File: config.mk
export PLATFORM = sky130hd
export DESIGN_NAME = etapa_busqueda
export DESIGN_NICKNAME = d
export VERILOG_FILES = /design/src/rtl/etapa_busqueda.sv
export SDC_FILE = /design/constraint.sdc
export NUM_CORES = 1
export LEC_CHECK = 0
export CAP_MARGIN = 30
export CORE_AREA = 2 2 102 80
export DETAILED_ROUTE_END_ITERATION = 10
export DIE_AREA = 0 0 104 82
export GPL_TIMING_DRIVEN = 1
export MAX_ROUTING_LAYER = met4
export PLACE_DENSITY = 0.74
export SYNTH_ARGS = -nofsm -noshare
export SYNTH_HDL_FRONTEND = slang
export SYNTH_SLANG_ARGS = --single-unit
File: constraint.sdc
create_clock -name clk -period 4.6 [get_ports clk]
set_input_delay 1.15 -clock clk [delete_from_list [all_inputs] [get_ports clk]]
set_output_delay 1.15 -clock clk [all_outputs]
set_load 0.01 [all_outputs]
File: src/rtl/etapa_busqueda.sv
`default_nettype none
// ============================================================================
// Module   : etapa_busqueda
// Purpose  : Instruction fetch stage (PC, IF/ID register, HLT detection)
// Revision : 1.0 - initial release
// ============================================================================
module etapa_busqueda #(
    parameter int unsigned ANCHO_PC     = 10,
    parameter int unsigned DIR_ARRANQUE = 0
) (
    input  logic                clk,
    input  logic                reset,
    input  logic                stall,
    input  logic                salto_tomado,
    input  logic [ANCHO_PC-1:0] direccion_salto,
    input  logic [31:0]         instruccion,
    output logic [ANCHO_PC-1:0] direccion,
    output logic [31:0]         instruccion_id,
    output logic [ANCHO_PC-1:0] pc_mas_uno_id,
    output logic                valido_id,
    output logic                detenido,
    output logic [15:0]         contador_instr
);

    typedef enum logic [0:0] {
        EJECUTANDO = 1'b0,
        DETENIDO   = 1'b1
    } estado_t;

    localparam logic [ANCHO_PC-1:0] c_pc_arranque = ANCHO_PC'(DIR_ARRANQUE);
    localparam logic [31:0]         c_hlt         = 32'h0000_0000;

    estado_t             estado_q, estado_d;
    logic [ANCHO_PC-1:0] pc_q, pc_d;
    logic [31:0]         instr_id_q, instr_id_d;
    logic [ANCHO_PC-1:0] pc1_id_q, pc1_id_d;
    logic                valido_q, valido_d;
    logic [15:0]         contador_q, contador_d;
    logic [ANCHO_PC-1:0] w_pc_mas_uno;

    // Natural overflow of the PC width gives the required wrap-around
    assign w_pc_mas_uno = pc_q + ANCHO_PC'(1);

    always_comb begin
        estado_d   = estado_q;
        pc_d       = pc_q;
        instr_id_d = instr_id_q;
        pc1_id_d   = pc1_id_q;
        valido_d   = valido_q;
        contador_d = contador_q;

        if (salto_tomado) begin
            pc_d       = direccion_salto;
            instr_id_d = '0;
            pc1_id_d   = '0;
            valido_d   = 1'b0;
            estado_d   = EJECUTANDO;
        end else if (stall) begin
            // hold everything
        end else if (estado_q == EJECUTANDO) begin
            instr_id_d = instruccion;
            pc1_id_d   = w_pc_mas_uno;
            valido_d   = 1'b1;
            contador_d = (contador_q == 16'hFFFF) ? contador_q : contador_q + 16'd1;
            if (instruccion == c_hlt) begin
                estado_d = DETENIDO;
            end else begin
                pc_d = w_pc_mas_uno;
            end
        end else begin
            instr_id_d = '0;
            pc1_id_d   = '0;
            valido_d   = 1'b0;
        end
    end

    always_ff @(posedge clk) begin
        if (reset) begin
            estado_q   <= EJECUTANDO;
            pc_q       <= c_pc_arranque;
            instr_id_q <= '0;
            pc1_id_q   <= '0;
            valido_q   <= 1'b0;
            contador_q <= '0;
        end else begin
            estado_q   <= estado_d;
            pc_q       <= pc_d;
            instr_id_q <= instr_id_d;
            pc1_id_q   <= pc1_id_d;
            valido_q   <= valido_d;
            contador_q <= contador_d;
        end
    end

    assign direccion      = pc_q;
    assign instruccion_id = instr_id_q;
    assign pc_mas_uno_id  = pc1_id_q;
    assign valido_id      = valido_q;
    assign detenido       = (estado_q == DETENIDO);
    assign contador_instr = contador_q;

endmodule
`default_nettype wire

Word-level counts from Yosys, hierarchy flattened
Index checks and enable logic that the tools add are counted.
Operators by class
  add/sub/neg operators: 2
  equality and inequality tests: 4
  mux-type cells: 9
  bitwise gates (word level): 4
  reduce and logical (&&, ||, !) cells: 4
Operators with widths (number)
  $mux W10: 5
  $logic_not A32 Y1: 1
  $mux W32: 1
  $add A16 B1 Y16 const B: 1
  $eq A16 B16 Y1 const B: 1
  $add A10 B1 Y10 const B: 1
  $ne A2 B2 Y1 const B: 2
  $not A1 Y1: 4
  $reduce_and A4 Y1: 1
  $mux W1: 3
  $reduce_and A3 Y1: 1
  $ne A2 B1 Y1 const B: 1
  $reduce_or A2 Y1: 1
Word-level totals
  flip-flop bits (word level): 70
  output and inout port bits: 70
  logic and storage cells: 29

Logic depth before layout (Yosys ltp)
Gate-level depths: netlist of the first run.
  word-level depth: 5
  depth in mapped cells: 7

Worst setup path before layout of the first run
Ideal clock, no wire load.
  kind: input to register
  start point: input port salto_tomado
  end point: register contador_q[10], in the netlist contador_instr[10]
  setup time: 0.070 ns
  arrival: 2.550 ns
  data required time: 4.530 ns
  setup slack: 1.980 ns
  cell stages on the path: 6
  path buffers: 2
  cell sequence: buf_6 > or3_1 > buf_2 > or3_4 > or3_1 > a21oi_1
On the way
  cells in the longest elaborated chain, start to end: 2
RTL lines
  start, declared: RTL line 14  | input logic salto_tomado,
  $not A1 Y1 (no line)
  $reduce_and A4 Y1 (no line)
  end signal, assigned: RTL line 91  | contador_q <= contador_d;
  end, declared: RTL line 38  | logic [15:0] contador_q, contador_d;
Every way passes these cells.
A chain may end at the register's enable or synchronous reset.

Final worst setup path of the first run
  start point: input port instruccion[30]
  end point: register pc_q[7], in the netlist direccion[7]
On the way
  cells in the longest elaborated chain, start to end: 3
RTL lines
  start, declared: RTL line 16  | input logic [31:0] instruccion,
  $logic_not A32 Y1: RTL line 65  | if (instruccion == c_hlt) begin
  $ne A2 B2 Y1 (no line)
  $reduce_and A3 Y1 (no line)
  end signal, assigned: RTL line 80  | pc_q <= c_pc_arranque;
  end signal, assigned: RTL line 87  | pc_q <= pc_d;
  end, declared: RTL line 34  | logic [ANCHO_PC-1:0] pc_q, pc_d;
Every way passes these cells.

==> summary.md, run 1 <==
| Metric | Value |
|---|---|
| WL met3 | `427 um` |
| Number of global-route vias before repair | `around 2800` |
| DP HPWL | `~6000 um` |
| DR WL met2 | `3894 um` |
| Die Wd | `around 100 um` |
| Flop pwr share | `43.8%` |
| Synth unique cells | `36` |
| Top routing layer used | `met4` |
| DR pass1 iterations | `4` |
| Critical path launch point type | `input port` |
| Switching part of the total | `a little over a fifth` |
| Worst Path Arrival | `~3.3 ns` |
| Routed vias/inst | `5.228` |
| Final nets | `483` |
| Largest net degree at the start of global routing | `49` |
| CTS Sinks | `70` |
| PwrDens | `between 300 and 400 nW/um2` |
| Root buffer cell | `clkbuf_8` |
| Cell with the most instances after synthesis | `dfxtp_1` |
| Sw Pwr | `between 0.0003 and 0.0004 W` |
| Num rows | `28` |
| Final TNS setup | `0 ns` |
| Diode count | `0` |
| Clock Path Buffers | `2` |
| Fin. Hold Viols | `0` |
| Syn_nets | `~380` |
| Multi-input logic area | `around 1400 um2` |
| Area grow syn2layout | `50.15%` |
| Skew-Pair Late Insertion Delay | `0.34 ns` |
| Max FO, Critical Path | `8` |
| First-pass GRT wire length | `around 13000 um` |
| Die span in y | `around 82 um` |
| Initial Utilization | `38.74%` |
| GP Congestion | `0.8841` |
| Die area | `8528 um2` |
| Relative slew slack | `about 43%` |
| Share of layout cells above drive strength 1 | `a little under 6%` |
| Core Area | `around 7600 um2` |
| Req. time, crit path | `4.86 ns` |
| Final worst path period share | `approximately 67%` |
| Remaining antenna violation count after routing | `0` |
| CTS Buf Count | `9` |
| Internal power | `between 0.001 and 0.0015 W` |
| # DRC | `0` |
| Htree depth | `3` |
| Reg clk slew, reported paths | `around 0.080 ns` |
| Seq cells post-synth | `70` |
| Final Slew Violations | `0` |
| Status | `finished clean` |
| Slew @ Worst Pin | `around 0.85 ns` |
| RSZ-0062 raised after global routing | `false` |
| Post-Syn Instances | `330` |
| Post-synth top area share | `between 40% and 50%` |
| Initial antenna violation count | `0` |
| Gate power share | `11.4%` |
| Clock power frac | `44.8%` |
| Peak Freq | `around 330 MHz` |
| Average wire per standard cell | `roughly 15 um` |
| Post-synth top cells | `dfxtp_1 (70), nor2_1 (67), a22oi_1 (41)` |
| Max-cap viol count | `0` |
| Hold slack | `between 0.4 and 0.5 ns` |
| Final core utilization | `between 50 and 60%` |
| Max Clock Skew | `just under 0.009 ns` |
| LEAKAGE | `roughly 1.5 nW` |
| Type of destination of the critical path | `flop` |
| Period minus WS final | `slightly above 3 ns` |
| Share of the yosys chip area belonging to registers | `between 40% and 50%` |
| VDD IR-drop max | `0.1874 mV` |
| Routed met1 length | `3899 um` |
| CTS tree | `done` |
| Post-CTS Setup Bufs | `0` |
| Via Count | `around 2800` |
| Crit path kind | `in -> reg` |
| Area of the mapped netlist | `between 2000 and 3000 um2` |
| # hold bufs at CTS | `0` |
| Fillers | `approximately 670` |
| Final setup viols | `0` |
| IO Port Bufs | `115` |
| Grt total ovfl | `0` |
| Mapped Avg Cell Area | `~9 um2` |
| Total Routed Length | `between 8000 and 9000 um` |
| Total GRT Usage | `between 20 and 25%` |
| Hold Crit Class | `reg -> reg` |
| Sequential cell area | `around 1400 um2` |
| Post-synth EDFFs | `0` |
| Yosys Warn Count | `0` |
| Ports | `around 120` |
| Main flop type after synthesis | `dfxtp_1` |
| Main area contributors after synthesis | `dfxtp_1 (48%), a22oi_1 (10%), nor2_1 (8.6%)` |
| Cell taking the most area after synthesis | `dfxtp_1` |
| Post-cts repair resize count | `0` |
| DRT iter0 DRCs | `110` |
| Fraction of registers with async set/reset | `0%` |
## per-stage QoR
stage                      power, W  setup slack [ns]  std cells  instance area [um2]
final                      0.001469             1.531        545                 4402
after global routing       0.001523             1.398        545                 4402
after CTS                  0.001478             1.562        545                 4402
after detailed placement  0.0008240             1.204        529                 4131
after global placement    0.0008210             1.190        528                 4124
after floorplan           0.0007277             1.980        330                 2932
## worst max-delay path, cell delays in order
cell and delay (ns):
clkdlybuf4s50_1 0.44, nor4_1 0.47, and4_1 0.46, a21oi_2 0.19, or4b_1 0.50, o211ai_1 0.11
## cell families after synthesis
| group | share of synthesized area, % |
|---|---|
| adders and majority gates | 0.8535 |
| and+or+nand+nor | 22.07 |
| muxes | 0.6829 |
| DFF | 47.80 |
| AOI/OAI and AO/OA | 17.71 |
| buffers and inverters | 4.012 |
| xor gates and xnor gates | 6.872 |
## power by group through the flow
stage | combinational, W | sequential [W] | clock, W
after floorplan | 0.0000656 | 0.000662 | 0
after global placement | 0.000165 | 0.000656 | 0
after detailed placement | 0.000167 | 0.000657 | 0
after CTS | 0.000168 | 0.000644 | 0.000667
after global routing | 0.000181 | 0.000646 | 0.000696
final | 0.000167 | 0.000644 | 0.000658
## state kept, by name, summed over array words and instances, names as in the netlist
name	cells
valido_id	1
detenido	1
pc_mas_uno_id	10
direccion	10
contador_instr	16
instruccion_id	32
## worst paths after layout
| check | from | end | slack [ns] | depth (start not counted) |
|---|---|---|---|---|
| setup / recovery | instruccion[30] | direccion[7] | 1.53 | 6 |
| hold reg to reg | valido_id | valido_id | 0.49 | 2 |
| hold / removal | valido_id | valido_id | 0.49 | 2 |
| setup reg to reg | contador_instr[0] | contador_instr[0] | 2.63 | 7 |
## routing by layer
metal  vias to the layer above  GRT usage (%)
li1                       1398              -
met1                      1357          24.98
met3                         8          5.556
met5                         -              -
met2                        86          32.76
met4                         0          6.622
## layout by cell type (no fill, tap or decap), types with 5 or more instances in the layout
cell type	n
nand3_1	10
clkdlybuf4s50_1	114
and4_1	6
or3_1	5
xnor2_1	21
nand2_1	11
o21ai_0	6
a21oi_1	7
dfxtp_1	70
a22oi_1	41
nor2_1	66
nand4_1	6
a211oi_1	13
nor4_1	8
nor3_1	6
clkbuf_8	10
## cell type report
| type | instances | share of cell area [%] |
|---|---|---|
| Multi-Input combinational cell | 232 | 32.15 |
| Sequential cell | 70 | 31.84 |
| Timing Repair Buffer | 118 | 26.55 |
| Clock buffer | 10 | 3.127 |
| Clock inverter | 6 | 3.013 |
| Tap cell | 105 | 2.985 |
| Inverter | 4 | 0.3411 |
No activity file was read; power rests on OpenSTA's default activity.
==> run 2, diff against run 1 <==
- CORE_AREA: 2 2 102 80 -> 2 2 104 81
- DIE_AREA: 0 0 104 82 -> 0 0 106 83
- PLACE_DENSITY: 0.74 -> 0.75
- clock period: 4.6 -> 2.5 ns (I/O delays scaled with it)
==> run 2 against run 1 <==
Net effect: largest cell class unchanged; sequential power increased by 83%; sequential share of layout area is 0.49 points lower; critical path depth is the same; first-iteration DRC count grew 39%.
==> summary.md, run 2 (same netlist as run 1, synthesis figures left out) <==
| Metric | Value |
|---|---|
| Initial antenna violation count | `0 (unchanged)` |
| Diode count | `0 (unchanged)` |
| Final Slew Violations | `0 (unchanged)` |
| Htree depth | `3 (unchanged)` |
| Final nets | `496 (+2.7%)` |
| Number of global-route vias before repair | `2849 (+3.3%)` |
| CTS Sinks | `70 (unchanged)` |
| DP HPWL | `6540 um (+9.3%)` |
| Max incr delay on CP | `0.47 ns (-0.03 ns)` |
| Hold Startpoint | `valido_id` |
| Skew-Pair Late Insertion Delay | `0.33 ns (about the same)` |
| Multi-input logic area | `1415 um2 (unchanged)` |
| Total GRT Usage | `20.96% (+0.67 points)` |
| PwrDens | `579.3 nW/um2 (+74%)` |
| # DRC | `0 (unchanged)` |
| Req. time, crit path | `2.76 ns (-2.10 ns)` |
| CTS tree | `done` |
| Top delay family on crit path | `simple AND/OR/NAND/NOR gates` |
| CP Cell Sequence | `clkdlybuf4s50_1, nor4_1, and4_1, a21oi_2, or4b_1, o211ai_1` |
| DR pass1 iterations | `4 (unchanged)` |
| Slowest-stage cell, CP | `or4b_1` |
| Worst reg2reg path endpoint | `direccion[6]` |
| Area grow syn2layout | `52.50%` |
| Final worst path period share | `between 80% and 90%` |
| Initial Utilization | `37.86% (-0.88 points)` |
| Die Wd | `106 um (+1.9%)` |
| Root buffer cell | `clkbuf_8` |
| Hold Path End | `valido_id` |
| Critical path launch point type | `input port` |
| Average wire per standard cell | `15.73 um (+3.3%)` |
| Grt total ovfl | `0 (unchanged)` |
| IO Port Bufs | `115 (unchanged)` |
| Post-CTS Setup Bufs | `0 (unchanged)` |
| Reg clk slew, reported paths | `0.07 ns (about the same)` |
| Type of destination of the critical path | `flop` |
| Final setup viols | `0 (unchanged)` |
| Worst Reg-to-Reg Cells | `6 (-1)` |
| Sum of buffers and inverters on the critical path | `1 (unchanged)` |
| R2R setup slack | `0.69 ns (-1.94 ns)` |
| Largest net degree at the start of global routing | `45 (-8.2%)` |
| Crit Reg-Reg Startpoint | `direccion[0]` |
| GP Congestion | `0.8699 (-1.6%)` |
| Crit path kind | `in -> reg` |
| Total power | `0.002590 W (+76%)` |
| Max FO, Critical Path | `5 (-3)` |
| Hold Crit Class | `reg -> reg` |
| Die span in y | `83 um (+1.2%)` |
| Core Area | `7742 um2 (+2.3%)` |
| Share of layout cells above drive strength 1 | `8.168% (+2.3 points)` |
| Clock Path Buffers | `2 (unchanged)` |
| Max-cap viol count | `0 (unchanged)` |
| Slew @ Worst Pin | `0.8192 ns (-0.03100 ns)` |
| Most common cell after layout, fill and taps aside | `clkdlybuf4s50_1` |
| Via Count | `2910 (+2.1%)` |
| Fillers | `719 (+7.2%)` |
| Remaining antenna violation count after routing | `0 (unchanged)` |
| DRT iter0 DRCs | `153 (+39%)` |
| Routed vias/inst | `5.215 (-0.24%)` |
| Peak Freq | `between 400 and 500 MHz` |
| Relative slew slack | `45.39% (+2.1 points)` |
| RSZ-0062 raised after global routing | `false` |
| Worst Path Arrival | `2.46 ns (-0.87 ns)` |
| CTS Buf Count | `9 (unchanged)` |
| VDD IR-drop max | `0.4026 mV (+110%)` |
| Ports | `116 (unchanged)` |
| Die area | `8798 um2 (+3.2%)` |
| Post-cts repair resize count | `0 (unchanged)` |
| Worst hold path depth | `2 (unchanged)` |
| # hold bufs at CTS | `0 (unchanged)` |
| First-pass GRT wire length | `14410 um (+7.6%)` |
| Max Clock Skew | `0.008438 ns (-0.0004232 ns)` |
| LEAKAGE | `1.589 nW (+3.3%)` |
| Crit. path cell count | `6 (unchanged)` |
| Status | `finished clean` |
| Max reg flops | `32 (unchanged)` |
| Period minus WS final | `2.205 ns` |
| Sequential cell area | `1401 um2 (unchanged)` |
| Total Routed Length | `8775 um (+5.8%)` |
| Final TNS setup | `0 ns (unchanged)` |
| Fin. Hold Viols | `0 (unchanged)` |
| Highest-count cells in the layout ignoring fill and taps | `clkdlybuf4s50_1 (115), dfxtp_1 (70), nor2_1 (66)` |
| Num rows | `28 (unchanged)` |
==> run 2: per-stage QoR <==
stage	std cells	hold WS (ns)	cell area [um2]	util, %	setup WS, ns
final	558	0.4673	4471	57.74	0.2948
after CTS	558	0.4706	4471	57.74	0.3392
after global placement	542	0.4494	4234	54.69	0.0007716
after detailed placement	542	0.4583	4234	54.69	0.005431
after floorplan	330	0.4900	2932	-	0.4049
after global routing	558	0.5069	4471	57.74	0.2032
==> run 2: cell type report <==
class / instances / area share [%]
inverter: 4 / 0.3359
clock buffer: 10 / 2.855
multi-input combinational: 232 / 31.65
clock inverter: 6 / 2.435
timing repair buffer: 131 / 28.44
sequential: 70 / 31.35
tap: 105 / 2.939
==> run 2: metal layers <==
metal  track usage, %  up-vias  wire length, um
li1                 -     1431                -
met1            27.13     1376             4140
met2            32.26       90             4059
met3            4.631       13              390
met4            7.536        0              184
met5                -        -                0
==> run 2: worst max path at each step <==
stage	from	to	slack [ns]
finish	instruccion[3]	direccion[7]	0.29
global route	stall	contador_instr[15]	0.20
CTS	instruccion[3]	direccion[7]	0.34
detailed placement	instruccion[3]	direccion[7]	0.005
global placement	instruccion[3]	direccion[7]	0.0008
floorplan	salto_tomado	contador_instr[10]	0.40
==> run 2: worst register-to-register path, cell delays in order (launching register included) <==
cell,delay [ns]
dfxtp_1,0.44
ha_1,0.26
and3_1,0.29
nand3_1,0.14
a211oi_1,0.26
xnor2_1,0.12
a211oi_1,0.22
==> run 2: report_power, final <==
part | leakage, nW | switching, W | total [W] | internal (W)
clock network | 0.121 | 0.000419 | 0.00108 | 0.000663
registers | 0.570 | 0.0000321 | 0.00118 | 0.00115
logic | 0.898 | 0.000144 | 0.000326 | 0.000182
total | 1.59 | 0.000595 | 0.00259 | 0.00199
==> run 3, diff against run 2 <==
--- a/constraint.sdc
+++ b/constraint.sdc
@@ -3,2 +3,2 @@
 set_output_delay 0.625 -clock clk [all_outputs]
-set_load 0.01 [all_outputs]
+set_load 0.02 [all_outputs]
==> results of run 3 <==
The final DEF is identical to that of run 2. Status: finished clean.
Main changes from that run: total power 0.002590 W -> 0.002616 W; worst IR drop on VDD 0.4026 mV -> 0.4072 mV
==> RTL change 1, RTL diff (config.mk and constraints of run 2) <==
`ANCHO_PC`: 10 -> 12.
--- a/src/rtl/etapa_busqueda.sv
+++ b/src/rtl/etapa_busqueda.sv
@@ -7,3 +7,3 @@
 module etapa_busqueda #(
-    parameter int unsigned ANCHO_PC     = 10,
+    parameter int unsigned ANCHO_PC     = 12,
     parameter int unsigned DIR_ARRANQUE = 0
Ports: changed (resized direccion, direccion_salto and pc_mas_uno_id); port bits go from 116 to 122. No check against the original RTL was run, so the function may have changed too.
==> RTL change 1 against run 2 <==
  * Core utilization is 4.9 points higher
  * Largest cell class unchanged
  * Worst hold slack gained 12 ps
  * Sequential power is 7% higher
  * Critical path depth did not move
  * Area after synthesis up 14%
  * Power increased by 2.8%
  * Non-clock buffer count decreased by 4
  * Clock power shrank 4%
  * Setup slack better by 52 ps
  * Wire length grew 3.6%
  * Sequential share of layout area decreased by 0.79 points
  * Sequential cell count increased by 4
  * Final area increased by 8.5%
==> RTL change 1: results (changes against run 2) <==
==================================================================================================
Post-CTS setup buffer count .........................................................            0   unchanged
Placed Area .........................................................................    4620 um^2   was 4230 um^2
Worst R2R Path Depth ................................................................            6   unchanged
Outcome ............................................................................. finished, final reports clean   unchanged
Clk Tree Root Cell ..................................................................     clkbuf_8   unchanged
Total number of nets in the final design ............................................          519   was 496
Initial drt markers .................................................................          118   was 153
Met3 track demand over resource in global routing ...................................        4.32%   was 4.63%
Clock transition time at the flip-flop clock pins of the worst setup and hold paths .        80 ps
First-pass detailed-route iteration total ...........................................            5   was 4
DR vias/cell ........................................................................         5.27   was 5.22
Met2 Routed Length ..................................................................      4.15 mm   was 4.06 mm
VDD IR max ..........................................................................     0.267 mV   was 0.403 mV
Fraction of layout instances using a drive strength above 1 .........................        10.1%   was 8.17%
CTS-repair resized insts ............................................................            0   unchanged
Number of global-route vias before repair ...........................................         2920   was 2849
Wire length per cell ................................................................      15.7 um   about the same
Worst hold slack across all endpoints ...............................................       479 ps   was 467 ps
Adder and majority cell fraction of the synthesized area ............................       0.749%   was 0.854%
Leakage power figure ................................................................      1.79 nW   was 1.59 nW
Largest cells by area after synthesis ............................................... dfxtp_1, a22oi_1, nor2_1   unchanged
# port buffers ......................................................................          121   was 115
Largest net degree at the start of global routing ...................................           47   was 45
Number of instances on the worst hold path ..........................................            2   unchanged
Met3 WL post-DR .....................................................................       446 um   was 390 um
Longest individual stage delay on the worst path ....................................       430 ps   was 470 ps
Fill count ..........................................................................          683   was 719
Routability-driven placement congestion ratio .......................................        0.849   was 0.870
Mux cell area share after synthesis .................................................        1.50%   was 0.683%
Post-detail-place hpwl ..............................................................      6.55 mm   was 6.54 mm
Total routing usage reported by global routing ......................................        21.3%   was 21.0%
Top routing layer in use ............................................................         met4   unchanged
CP Max Fanout .......................................................................            8   was 5
Synth Area in XOR/XNOR ..............................................................        8.13%   was 6.87%
Top post-synthesis cells by count ................................................... dfxtp_1, nor2_1, a22oi_1, xor2_1, clkbuf_1   was dfxtp_1, nor2_1, a22oi_1, xnor2_1, clkbuf_1
Slew of the pin with the lowest slew margin .........................................       885 ps   was 819 ps
Global routing usage on met2 ........................................................        31.7%   was 32.3%
Post-synthesis compound-gate area fraction ..........................................        19.3%   was 17.7%
Routing usage on met1 ...............................................................        29.3%   was 27.1%
Crit path max-delay cell type ....................................................... clkdlybuf4s50_1   was or4b_1
Number of library cell types mapped by synthesis ....................................           43   was 36
Sum of routed wire segments on met1 .................................................      4.41 mm   was 4.14 mm
Max Clock Skew ......................................................................      8.80 ps   was 8.44 ps
Most instantiated flip-flop cell in the synthesis netlist ...........................      dfxtp_1   unchanged
Portion of the post-synthesis area used by sequential elements ......................        44.4%   was 47.8%
Syn_nets ............................................................................          406   was 378
Global-route wire length before repair ..............................................      14.7 mm   was 14.4 mm
Switching power .....................................................................     0.659 mW   was 0.595 mW
==================================================================================================
RTL change 1: logic make-up (layout without fill, tap and decap cells):
group	Yosys count	count (layout)
AO/OA/AOI/OAI	83	83
AND/OR/NAND/NOR	127	127
buffers and inverters	34	152
multiplexers	5	5
adder cells (fa/ha/maj)	2	2
flip-flops	74	74
XOR/XNOR	31	31
RTL change 1: area by class of cell:
class / instances / area (um^2) / share of cell area [%]
clock buffers: 10 / 138 / 2.84
clock inverters: 6 / 90.1 / 1.86
inverters: 9 / 33.8 / 0.697
multi-input cells: 248 / 1720 / 35.5
flip-flops and latches: 74 / 1480 / 30.6
well taps: 105 / 131 / 2.71
repair buffers: 127 / 1250 / 25.8
RTL change 1: final timing paths:
path | start | end | slack (ps)
max | instruccion[30] | direccion[11] | 350
min | valido_id | valido_id | 480
max reg2reg | contador_instr[0] | contador_instr[7] | 350
min reg2reg | valido_id | valido_id | 480
RTL change 1: metrics by stage:
step / util, % / total power [mW] / setup slack (ps) / cells
floorplan: - / 1.44 / 740 / 356
global placement: 59.7 / 1.64 / 42.9 / 563
detailed placement: 59.7 / 1.65 / 10.6 / 563
CTS: 62.6 / 2.69 / 362 / 579
global route: 62.6 / 2.78 / 174 / 579
finish: 62.6 / 2.66 / 347 / 579
RTL change 1: critical path, delay by kind of cell:
family / cells / cell delay [ps]
compound gates: 2 / 520
buf+inv: 1 / 430
simple gates: 3 / 810
RTL change 1: power by group through the flow:
stage	sequential [mW]	combinational [mW]	clock, mW
3_3_place_gp	1.28	0.359	0
5_1_grt	1.26	0.394	1.12
3_5_place_dp	1.28	0.364	0
4_1_cts	1.26	0.366	1.07
6_report	1.26	0.364	1.04
2_1_floorplan	1.29	0.147	0
==> RTL change 2, RTL diff (config.mk and constraints of run 2) <==
Without the edit above. Take the reset off `instr_id_q` and load it in a clocked block of its own.
--- a/src/rtl/etapa_busqueda.sv
+++ b/src/rtl/etapa_busqueda.sv
@@ -80,3 +80,2 @@
             pc_q       <= c_pc_arranque;
-            instr_id_q <= '0;
             pc1_id_q   <= '0;
@@ -87,3 +86,2 @@
             pc_q       <= pc_d;
-            instr_id_q <= instr_id_d;
             pc1_id_q   <= pc1_id_d;
@@ -92,2 +90,6 @@
         end
+    end
+
+    always_ff @(posedge clk) begin
+        instr_id_q <= instr_id_d;
     end
Check against the original RTL: not equivalent (a bounded check fails within 4 cycles, from zero or initial values and one cycle with reset high).
==> RTL change 2 against run 2 <==
  * Power fell by 7.7%
  * Sequential cell count unchanged
  * Clock power fell by 24%
  * Area after synthesis fell by 1.1%
  * Wire length fell by 7.1%
  * Die area is the same
  * Final area up 0.28%
  * Register-to-register slack worse by 170 ps
  * Combinational power up 10%
  * Setup slack lost 100 ps
  * Highest routed layer unchanged
==> RTL change 2: results (changes against run 2) <==
=============================================================================
Longest individual stage delay on the worst path ...............       580 ps   was 470 ps
Total congestion overflow after global routing .................            0   unchanged
Switching fraction of total power ..............................        24.2%   was 23.0%
Terminus of the critical flop-to-flop path ..................... contador_instr[2]   was direccion[6]
Routing usage on met1 ..........................................        23.9%   was 27.1%
Max Clock Skew .................................................      5.95 ps   was 8.44 ps
Sum of routed wire segments on met1 ............................      3.75 mm   was 4.14 mm
Number of global-route vias before repair ......................         2748   was 2849
Via total after detailed routing ...............................         2900   was 2910
Synth Area in XOR/XNOR .........................................        5.74%   was 6.87%
Met3 track demand over resource in global routing ..............        6.44%   was 4.63%
Global routing usage on met2 ...................................        27.6%   was 32.3%
Mux cell area share after synthesis ............................       0.345%   was 0.683%
Met3 WL post-DR ................................................       680 um   was 390 um
Worst R2R Path Depth ...........................................            7   was 6
Total number of nets in the final design .......................          486   was 496
Global-route wire length before repair .........................      13.0 mm   was 14.4 mm
Critical path data arrival time ................................      2550 ps   was 2460 ps
Share of total power in combinational logic ....................        15.1%   was 12.6%
Capturing instance or port of the critical path ................ direccion[6]   was direccion[7]
Initial drt markers ............................................           83   was 153
Fill count .....................................................          683   was 719
Number of library cell types mapped by synthesis ...............           45   was 36
Outcome ........................................................ finished, final reports clean   unchanged
VDD IR max .....................................................     0.389 mV   was 0.403 mV
Adder and majority cell fraction of the synthesized area .......       0.863%   was 0.854%
Post-synthesis compound-gate area fraction .....................        19.2%   was 17.7%
Portion of the post-synthesis area used by sequential elements .        48.3%   was 47.8%
Total Routed Length ............................................      8.15 mm   was 8.78 mm
Leakage power figure ...........................................      1.64 nW   was 1.59 nW
Final number of hold-violating endpoints .......................            0   unchanged
Worst hold slack across all endpoints ..........................       475 ps   was 467 ps
Syn_nets .......................................................          356   was 378
Largest net degree at the start of global routing ..............           29   was 45
Setup slack of the worst register-to-register path .............       520 ps   was 690 ps
Tightest Hold Check Type ....................................... flop to flop   unchanged
Launching point of the worst reg2reg path ...................... contador_instr[0]   was direccion[0]
Slew of the pin with the lowest slew margin ....................       734 ps   was 819 ps
Origin of the worst setup path ................................. instruccion[13]   was instruccion[3]
Top post-synthesis cells by count .............................. dfxtp_1, nor2_1, a22o_1, nand2_1, clkbuf_1   was dfxtp_1, nor2_1, a22oi_1, xnor2_1, clkbuf_1
Crit path max-delay cell type ..................................        or4_4   was or4b_1
Met2 Routed Length .............................................      3.58 mm   was 4.06 mm
Post-detail-place hpwl .........................................      6.02 mm   was 6.54 mm
=============================================================================
[RTL change 2: stage by stage]
| stage | setup slack [ps] | power (mW) | cell area [um^2] | utilization [%] | instances |
|---|---|---|---|---|---|
| 4_1_cts | 182 | 2.42 | 4480 | 57.9 | 546 |
| 5_1_grt | 74.2 | 2.50 | 4480 | 57.9 | 546 |
| 2_1_floorplan | 444 | 1.36 | 2900 | - | 308 |
| 3_3_place_gp | -132 | 1.58 | 4310 | 55.7 | 532 |
| 6_report | 191 | 2.39 | 4480 | 57.9 | 546 |
| 3_5_place_dp | -179 | 1.59 | 4310 | 55.7 | 532 |
[RTL change 2: cell type report]
cell class	instances	area (um^2)	area share, %
Sequential cell	70	1400	31.3
Clock buffer	13	169	3.77
Tap cell	105	131	2.93
Inverter	6	22.5	0.502
Clock inverter	1	5.00	0.112
Multi-Input combinational cell	213	1410	31.3
Timing Repair Buffer	138	1350	30.1
